### config.mk
export PLATFORM = sky130hd
export DESIGN_NAME = dmem_arb
export DESIGN_NICKNAME = d
export VERILOG_FILES = /design/src/rtl/nanorv32_pkg.sv /design/src/rtl/dmem_arb.sv
export SDC_FILE = /design/constraint.sdc
export NUM_CORES = 1
export LEC_CHECK = 0
export CORE_AREA = 4 4 142 144
export CTS_CLUSTER_DIAMETER = 80
export DETAILED_ROUTE_END_ITERATION = 6
export DIE_AREA = 0 0 146 148
export GPL_TIMING_DRIVEN = 1
export PLACE_DENSITY = 0.61
export REMOVE_ABC_BUFFERS = 1
export SLEW_MARGIN = 10
export SYNTH_ARGS = -nofsm -noshare
export SYNTH_HDL_FRONTEND = slang
export SYNTH_SLANG_ARGS = --single-unit
### constraint.sdc
create_clock -name clk -period 3.89 [get_ports clk]
set_input_delay 1.167 -clock clk [delete_from_list [all_inputs] [get_ports clk]]
set_output_delay 1.167 -clock clk [all_outputs]
set_load 0.005 [all_outputs]
### src/rtl/nanorv32_pkg.sv
// Shared nanorv32 definitions: memory-port arbiter states and system address map.
package nanorv32_pkg;

  localparam int unsigned XLEN   = 32;
  localparam int unsigned BE_W   = 4;
  localparam int unsigned WAIT_W = 8;

  typedef enum logic [1:0] {
    ARB_IDLE   = 2'd0,
    ARB_HPEND  = 2'd1,
    ARB_LOCKED = 2'd2
  } arb_state_t;

  // RAM occupies the low region; MMIO is selected by address bit 31.
  localparam logic [31:0] RAM_BASE     = 32'h0000_0000;
  localparam logic [31:0] RAM_BYTES    = 32'h0001_0000;
  localparam logic [31:0] MMIO_BASE    = 32'h8000_0000;
  localparam logic [31:0] INPORT_ADDR  = 32'h8000_0000;
  localparam logic [31:0] OUTPORT_ADDR = 32'h8000_0004;

  function automatic logic is_mmio(input logic [31:0] addr);
    return addr[31];
  endfunction

endpackage

### src/rtl/dmem_arb.sv
// Shares the data-memory port between the core (priority) and a host agent,
// with bounded host wait and a lock mode that freezes the core.
module dmem_arb
  import nanorv32_pkg::*;
#(
  parameter int unsigned AW      = 32,
  parameter int unsigned MAXWAIT = 4
) (
  input  logic          clk,
  input  logic          reset_l,
  // core side
  input  logic          cpu_rd_req,
  input  logic [AW-1:0] cpu_rd_addr,
  input  logic          cpu_wr_req,
  input  logic [AW-1:0] cpu_wr_addr,
  input  logic [31:0]   cpu_wr_data,
  input  logic [3:0]    cpu_wr_be,
  output logic [31:0]   cpu_rd_data,
  output logic          stall,
  // host side
  input  logic          host_req,
  input  logic          host_we,
  input  logic [AW-1:0] host_addr,
  input  logic [31:0]   host_wdata,
  input  logic [3:0]    host_be,
  input  logic          host_lock,
  output logic          host_ack,
  output logic [31:0]   host_rdata,
  output logic          host_locked,
  // memory side
  output logic          mem_rd_req,
  output logic [AW-1:0] mem_rd_addr,
  input  logic [31:0]   mem_rd_data,
  output logic          mem_wr_req,
  output logic [AW-1:0] mem_wr_addr,
  output logic [31:0]   mem_wr_data,
  output logic [3:0]    mem_wr_be
);

  localparam logic [WAIT_W-1:0] WAIT_MAX = WAIT_W'(MAXWAIT);

  arb_state_t        state, state_nxt;
  logic [WAIT_W-1:0] wait_cnt, wait_nxt;
  logic              ack_we;
  logic              core_req;
  logic              host_win;

  // Grant decision, next state and wait counter.
  // host_ack blocks a regrant of the same held request in the LOCKED ack cycle.
  always_comb begin
    state_nxt = state;
    wait_nxt  = wait_cnt;
    core_req  = cpu_rd_req | cpu_wr_req;
    host_win  = host_req && (state != ARB_HPEND) && !host_ack &&
                ((state == ARB_LOCKED) || !core_req || (wait_cnt == WAIT_MAX));
    stall     = (host_win && core_req) || (state == ARB_LOCKED);

    if (!host_req || host_win) begin
      wait_nxt = '0;
    end else if (wait_cnt != WAIT_MAX) begin
      wait_nxt = wait_cnt + WAIT_W'(1);
    end

    case (state)
      ARB_IDLE: begin
        if (host_win) begin
          state_nxt = ARB_HPEND;
        end else if (host_lock && !host_req) begin
          state_nxt = ARB_LOCKED;
        end
      end
      ARB_HPEND:  state_nxt = ARB_IDLE;
      ARB_LOCKED: begin
        if (!host_lock && !host_win) begin
          state_nxt = ARB_IDLE;
        end
      end
      default:    state_nxt = ARB_IDLE;
    endcase
  end

  // Memory port mux: host when granted, otherwise core gated by stall.
  always_comb begin
    mem_rd_req  = 1'b0;
    mem_rd_addr = '0;
    mem_wr_req  = 1'b0;
    mem_wr_addr = '0;
    mem_wr_data = '0;
    mem_wr_be   = '0;
    if (host_win) begin
      if (host_we) begin
        mem_wr_req  = 1'b1;
        mem_wr_addr = host_addr;
        mem_wr_data = host_wdata;
        mem_wr_be   = host_be;
      end else begin
        mem_rd_req  = 1'b1;
        mem_rd_addr = host_addr;
      end
    end else if (!stall) begin
      mem_rd_req  = cpu_rd_req;
      mem_rd_addr = cpu_rd_addr;
      mem_wr_req  = cpu_wr_req;
      mem_wr_addr = cpu_wr_addr;
      mem_wr_data = cpu_wr_data;
      mem_wr_be   = cpu_wr_be;
    end
  end

  always_ff @(posedge clk or negedge reset_l) begin
    if (!reset_l) begin
      state    <= ARB_IDLE;
      wait_cnt <= '0;
      host_ack <= 1'b0;
      ack_we   <= 1'b0;
    end else begin
      state    <= state_nxt;
      wait_cnt <= wait_nxt;
      host_ack <= host_win;
      if (host_win) begin
        ack_we <= host_we;
      end
    end
  end

  // RAM data arrives in the ack cycle, so read data is steered, not stored.
  assign host_rdata  = (host_ack && !ack_we) ? mem_rd_data : 32'h0;
  assign host_locked = (state == ARB_LOCKED);
  assign cpu_rd_data = mem_rd_data;

endmodule

==> results.py, run 1 <==
metrics = {
    "die": {
        "initial_core_util_pct": 11.82,
        "rows": 50,
        "die-width_um": 146,
        "die-height_um": 148,
        "pin_count": 376,
        "die_area_mm2": 0.02161,
        "core_region_area_mm2": 0.01871,
    },
    "finish": {
        "antenna-diode-count": 0,
        "area_growth_pct": 195.2,
        "num-fill-cells": 1944,
        "nets": 849,
        "register_area_um2": 300.3,
        "multi_input_area_mm2": 0.001513,
        "stdcell_count": 873,
        "design_area_mm2": 0.006528,
        "layout-drive-gt1-share_pct": 15.34,
    },
    "place": {
        "placed_cell_area_mm2": 0.006160,
        "port-buffer-count": 375,
        "gp_congestion": 0.9086,
        "dpl.cell_count": 841,
        "dp_hpwl_um": 14910,
        "dp_slack_ns": -0.5454,
    },
    "pwr": {
        "p_int_w": 0.001322,
        "p_seq_share_pct": 7.8,
        "powerDensity_mw_per_mm2": 309.2,
        "vdd_ir_drop_max_mv": 0.09143,
        "clkPwrFrac_pct": 10.5,
        "pwr-share-comb_pct": 81.7,
        "power.switching_w": 0.0006962,
        "p_leak_nw": 2.787,
        "swShare_pct": 34.50,
        "finalPower_w": 0.002018,
    },
    "yosys": {
        "synth_edf_count": 0,
        "yosys_warnings": 0,
        "synthTopCellsByArea": "a22o_1 40%, dfrtp_1 14%, buf_4 11%",
        "async_flop_share_pct": 100.0,
        "synth_seq_cells": 12,
        "synthCells": 260,
        "ys_types": 34,
        "yosysSeqAreaShare_pct": 13.58,
        "synth_top_cell_by_area": "a22o_1",
        "netlist_area_mm2": 0.002211,
        "netlist.area_leader.share_pct": 39.62,
        "netlist_top_cells_count": "100 x a22o_1, 34 x and2_1, 33 x buf_4",
        "syn_avg_cell_area_um2": 8.503,
        "synth.most_common_cell": "a22o_1",
        "synthFlopType": "dfrtp_1",
    },
    "global_routing": {
        "grt_busiest_layer": "met2",
        "grt.overflow.total": 0,
        "grt_max_degree": 33,
        "grt_use_total_pct": 15.73,
        "antenna_found_initial": 2,
        "grt_pass1_wl_um": 25900,
        "grt_util_met1_pct": 19.95,
        "grt_use_met3_pct": 3.525,
        "use_met2_pct": 27.82,
        "grt_pass1_vias": 3676,
    },
    "status": {
        "status": "completed",
    },
    "clock_tree": {
        "worstSkewPairLatency_ns": 0.24,
        "cts_buffers": 3,
        "cts_root_buf": "clkbuf_16",
        "clk_pin_slew_ns": 0.04,
        "tritoncts": "done",
        "cts_hold_buf": 0,
        "cts_num_sinks": 12,
        "cts_max_level": 1,
        "cts_buffer_depth": 2,
    },
    "sta": {
        "tightest_slew_ns": 0.5773,
        "hold_violations": 0,
        "fin_worst_skew_ns": 0.001006,
        "min_period_ns": 3.890,
        "fin_ws_ns": 0.0002747,
        "report.final.slew_viol_count": 0,
        "min_period_over_period_pct": 99.99,
        "relSlewSlack_pct": 61.25,
        "setup_viol": 0,
        "rsz0062_at_grt": "yes",
        "fmax_mhz": 257.1,
    },
    "critical_path": {
        "ff2ff_path_depth": 9,
        "critPathCaptureType": "output pin",
        "worstPathRequired_ns": 2.72,
        "crit_path_max_fanout": 10,
        "r2r_setup_slack_ns": 1.89,
        "crit_type": "in -> out",
        "worstPathArrival_ns": 2.72,
        "r2r_end": "ack_we",
        "r2r_start": "wait_cnt[0]",
        "crit_path_start_kind": "input port",
        "crit_end": "mem_wr_data[29]",
        "worstSetupStartpoint": "cpu_rd_req",
    },
    "job": {
        "max-cap-violations": 0,
    },
    "detailed_routing": {
        "drtPass1Iterations": 4,
        "drt_wl_total_um": 18700,
        "routed_via_density": 4.197,
        "drcViolationCount": 0,
        "num_vias": 3664,
        "wire_per_inst_um": 21.42,
        "drt_iter0_drc": 220,
        "detail-route-antenna-nets": 0,
    },
    "min_path": {
        "hold_path.class": "reg -> reg",
    },
}
-- metrics by stage --
stage / hold WS (ns) / setup TNS, ns / util [%]
after floorplan: 0.4472 / -75.31 / -
final: 0.4868 / 0 / 34.90
after global routing: 0.5107 / -0.07456 / 34.90
after detailed placement: 0.4759 / -48.59 / 32.93
after global placement: 0.4698 / -48.35 / 32.93
after CTS: 0.4838 / -0.4109 / 34.92
-- critical path, stage by stage --
cell and delay, ns:
buf_6 0.08, nor2_4 0.04, a211oi_4 0.24, buf_4 0.18, nor3b_4 0.04, buf_6 0.12, buf_12 0.12, buf_4 0.15
buf_12 0.14, a22o_1 0.17, dlygate4sd2_1 0.26
-- worst min-delay path by stage --
stage                         from        to  slack [ns]  depth (start not counted)
after floorplan           state[0]  state[1]        0.45                          1
after global placement    state[0]  state[0]        0.47                          1
after detailed placement  state[0]  state[0]        0.48                          1
after CTS                 state[0]  state[0]        0.48                          1
after global routing      state[0]  state[0]        0.51                          1
final                     state[0]  state[0]        0.49                          1
-- registers in the layout, indices dropped and copies added (netlist names) --
register  flops
ack_we        1
host_ack      1
state         2
wait_cnt      8
-- layer usage --
metal	vias to the layer above	share of wire, %
met5	-	0.14
met4	4	1.0
met3	16	6.7
met2	181	50
met1	1726	42
li1	1737	-
-- cells by family (layout without fill, tap and decap cells) --
kind of cell    count (synthesis)  in the layout  synth area share (%)
xor+xnor                        4              4                 1.585
simple gates                   69             69                 19.07
fa+ha+maj                       2              2                 1.132
buf+inv                        59            438                 20.15
flops                          12             12                 13.58
compound gates                114            114                 44.48
-- cell type report --
cell class	instances	area share [%]
multi-input combinational	189	23.17
timing repair buffer	431	66.21
inverter	3	0.1725
tap	234	4.485
clock buffer	4	1.361
sequential	12	4.600
-- cell usage in the layout, fill, tap and decap left out, drive strengths merged, types with 2 or more instances in the layout --
cell type | netlist | final
xnor2 | 3 | 3
clkbuf | 3 | 20
and2 | 34 | 34
dlygate4sd2 | 0 | 43
nor2b | 2 | 2
a22o | 100 | 100
a31o | 2 | 2
clkdlybuf4s15 | 0 | 33
and3b | 2 | 2
nor2 | 10 | 10
dfrtp | 12 | 12
buf | 53 | 66
nand2 | 7 | 7
clkdlybuf4s50 | 0 | 269
nor3 | 4 | 4
ha | 2 | 2
nand3 | 3 | 3
inv | 3 | 3
a211oi | 3 | 3
dlymetal6s2s | 0 | 2
a21oi | 3 | 3
bufbuf | 0 | 2
nand2b | 2 | 2
nor4 | 2 | 2
o21ai | 3 | 3
-- power groups by stage --
stage	Combinational (W)	Clock [W]	Sequential, W
6_report	0.00165	0.000213	0.000157
4_1_cts	0.00165	0.000217	0.000157
3_3_place_gp	0.00161	0	0.000158
3_5_place_dp	0.00161	0	0.000159
5_1_grt	0.00175	0.000224	0.000160
2_1_floorplan	0.000487	0	0.000155
-- repair_timing --
action,CTS,global route
setup endpoints to repair,103,27
gates cloned,6,0
setup buffers,16,8
pin swaps,3,4
gates resized for setup,171,65
Power figures use the tool's default switching activity.
==> run 2, diff against run 1 <==
--- a/config.mk
+++ b/config.mk
@@ -5,12 +5,12 @@
 export SDC_FILE = /design/constraint.sdc
 export NUM_CORES = 1
 export LEC_CHECK = 0
-export CORE_AREA = 4 4 142 144
-export CTS_CLUSTER_DIAMETER = 80
+export ABC_AREA = 1
+export CORE_AREA = 4 4 144 146
 export DETAILED_ROUTE_END_ITERATION = 6
-export DIE_AREA = 0 0 146 148
+export DIE_AREA = 0 0 148 150
 export GPL_TIMING_DRIVEN = 1
-export PLACE_DENSITY = 0.61
+export PLACE_DENSITY = 0.62
 export REMOVE_ABC_BUFFERS = 1
 export SLEW_MARGIN = 10
 export SYNTH_ARGS = -nofsm -noshare
==> run 2 against run 1 <==
First-iteration DRC count up 6.4%. Clock power is 14% lower. Critical path type unchanged. Via count rose by 22%. Power is 27% higher. Wire length fell by 1.2%. Die area up 2.7%. Clock-buffer cell count fell by 1. Combinational power increased by 35%. Critical path depth is 1 higher.
==> results.py, run 2 <==
metrics = {
    "finish": {
        "nets": 1063,
        "stdcell_count": 1117,
        "max_flop_register": "wait_cnt",
        "final_cell_mix": "269 x clkdlybuf4s50_1, 91 x nand3_1, 80 x nand2_1, 73 x inv_1, 48 x nor2_1",
        "antenna-diode-count": 0,
        "largest_reg_flops": 8,
        "layout-drive-gt1-share_pct": 19.01,
        "fin_util_pct": 35.11,
        "final_common_cell": "clkdlybuf4s50_1",
        "top_regs": "wait_cnt x8, state x2",
        "area_growth_pct": 161.1,
    },
    "die": {
        "core_region_area_mm2": 0.01940,
        "die-height_um": 150,
        "die-width_um": 148,
        "rows": 51,
        "pin_count": 376,
        "initial_core_util_pct": 13.45,
        "die_area_mm2": 0.02220,
    },
    "detailed_routing": {
        "wire_per_inst_um": 16.54,
        "drt_iter0_drc": 234,
        "detail-route-antenna-nets": 0,
        "drtPass1Iterations": 4,
        "routed_via_density": 3.989,
        "drt_wl_total_um": 18470,
        "num_vias": 4456,
        "drcViolationCount": 0,
    },
    "sta": {
        "hold_violations": 0,
        "min_period_ns": 3.839,
        "relSlewSlack_pct": 63.57,
        "whs_ns": 0.4904,
        "tightest_slew_ns": 0.5447,
        "setup_viol": 0,
        "fmax_mhz": 260.5,
        "report.final.slew_viol_count": 0,
        "fin_worst_skew_ns": 0.001624,
        "min_period_over_period_pct": 98.70,
    },
    "critical_path": {
        "crit_type": "in -> out",
        "worstSetupStartpoint": "cpu_rd_req",
        "ff2ff_path_depth": 13,
        "r2r_start": "wait_cnt[0]",
        "critPathCaptureType": "output pin",
        "worstPathRequired_ns": 2.72,
        "crit_path_start_kind": "input port",
        "crit_path_max_fanout": 5,
        "worstPathArrival_ns": 2.67,
    },
    "yosys": {
        "synth_mux_area_share_pct": 0,
        "yosys_warnings": 0,
        "synth_top_family_by_area": "simple AND/OR/NAND/NOR gates",
        "synthXorXnorAreaFrac_pct": 0.6715,
        "syn_avg_cell_area_um2": 5.368,
        "netlist_area_mm2": 0.002609,
        "synthTopCellsByArea": "nand3_1 20%, dfrtp_1 12%, nand2_1 12%",
        "netlist.area_leader.share_pct": 20.14,
        "netlist_top_cells_count": "105 x nand3_1, 80 x nand2_1, 74 x inv_1",
        "async_flop_share_pct": 100.0,
        "synthCells": 486,
        "synth_top_cell_by_area": "nand3_1",
        "ys_types": 27,
        "synth_compound_area_share_pct": 13.38,
        "synth_edf_count": 0,
        "synth.most_common_cell": "nand3_1",
        "yosysSeqAreaShare_pct": 11.51,
        "yosys.area_share.adder_pct": 0.9592,
        "synthFlopType": "dfrtp_1",
        "synthSimpleGateAreaFrac_pct": 44.51,
        "synth_seq_cells": 12,
    },
    "clock_tree": {
        "cts_buffers": 3,
        "worstSkewPairLatency_ns": 0.24,
        "cts_root_buf": "clkbuf_16",
        "cts_num_sinks": 12,
        "cts_max_level": 1,
        "tritoncts": "done",
        "clk_pin_slew_ns": 0.04,
        "cts_buffer_depth": 2,
        "cts_hold_buf": 0,
    },
    "pwr": {
        "swShare_pct": 44.50,
        "pwr-share-comb_pct": 86.4,
        "p_int_w": 0.001424,
        "p_seq_share_pct": 6.5,
        "clkPwrFrac_pct": 7.1,
        "powerDensity_mw_per_mm2": 376.8,
        "vdd_ir_drop_max_mv": 0.1742,
        "p_leak_nw": 3.322,
        "finalPower_w": 0.002566,
        "power.switching_w": 0.001142,
    },
    "min_path": {
        "hold_path.class": "reg -> reg",
        "hold_start": "state[1]",
        "hold_depth": 1,
    },
    "place": {
        "port-buffer-count": 375,
        "gp_congestion": 0.8133,
        "dpl.cell_count": 1090,
        "dp_hpwl_um": 15160,
    },
    "status": {
        "status": "completed",
    },
    "global_routing": {
        "antenna_found_initial": 0,
        "grt_use_total_pct": 15.10,
        "grt.overflow.total": 0,
        "grt_pass1_wl_um": 26180,
        "grt_max_degree": 65,
        "grt_pass1_vias": 4408,
    },
    "job": {
        "max-cap-violations": 0,
    },
}
## run 2: changes by cell type after synthesis, sizes merged, moves of 3 or more
cell	before	now
clkbuf	3	7
and2	34	0
nor2	10	51
a211oi	3	0
nand2	7	93
o21ai	3	68
a22o	100	0
nand3	3	106
buf	53	60
inv	3	76
## run 2: worst paths after layout
check                                  end  slack (ns)
setup / recovery           mem_wr_data[16]        0.05
hold / removal                    state[0]        0.49
setup reg to reg               wait_cnt[0]        1.76
hold reg to reg                   state[0]        0.49
max in group asynchronous           ack_we        2.24
min in group asynchronous         state[0]        1.29
## run 2: routing by layer
metal	part of all wire [%]	up-vias	GRT usage, %
li1	-	2242	-
met1	39	1944	18.22
met2	51	255	27.72
met3	9.1	15	3.452
met4	1.4	0	2.494
met5	0	-	0
## run 2: timing repair
action                                  CTS  global route
gates resized for setup                 309            41
buffers inserted                         21             0
pin swaps                                 5             2
cloned                                    3             0
endpoints found under the setup margin  103            54
## run 2: logic make-up (layout without fill, tap and decap cells)
logic type                 Yosys count  in the layout
and+or+nand+nor                    257            257
adders and majority gates            2              2
buffers and inverters              144            510
AOI/OAI and AO/OA                   69             69
xor gates and xnor gates             2              2
DFF                                 12             12
## run 2: metrics by stage
step	TNS (ns)	instance area [µm²]	setup WS, ns
6_report	0	6810	0.05075
5_1_grt	-0.09343	6810	-0.01295
3_3_place_gp	-40.01	6535	-0.5767
4_1_cts	-0.04833	6912	-0.03230
2_1_floorplan	-22.21	2150	-0.3869
3_5_place_dp	-41.97	6535	-0.5566
## run 2: critical path, cell delays in order
cell,delay [ns]
dlygate4sd2_1,0.25
nor2_2,0.12
nor2_1,0.06
o21ai_2,0.07
nand2_4,0.10
buf_6,0.13
buf_12,0.13
buf_4,0.15
buf_4,0.14
nand3_1,0.06
nand2_1,0.06
clkdlybuf4s15_1,0.21
## run 2: final cells by class
class                   instances  area (µm²)
clock buffers                   3       75.07
repair buffers                430        4084
multi-input cells             330        1710
flip-flops and latches         12       300.3
well taps                     265       331.6
inverters                      77       309.0
fillers                      2107       12590
## run 2: power groups by stage
stage	Clock (W)	Sequential (W)	Combinational [W]
global placement	0	0.000168	0.00230
detailed placement	0	0.000169	0.00229
finish	0.000183	0.000167	0.00222
floorplan	0	0.000164	0.000729
CTS	0.000187	0.000167	0.00228
global route	0.000198	0.000170	0.00241
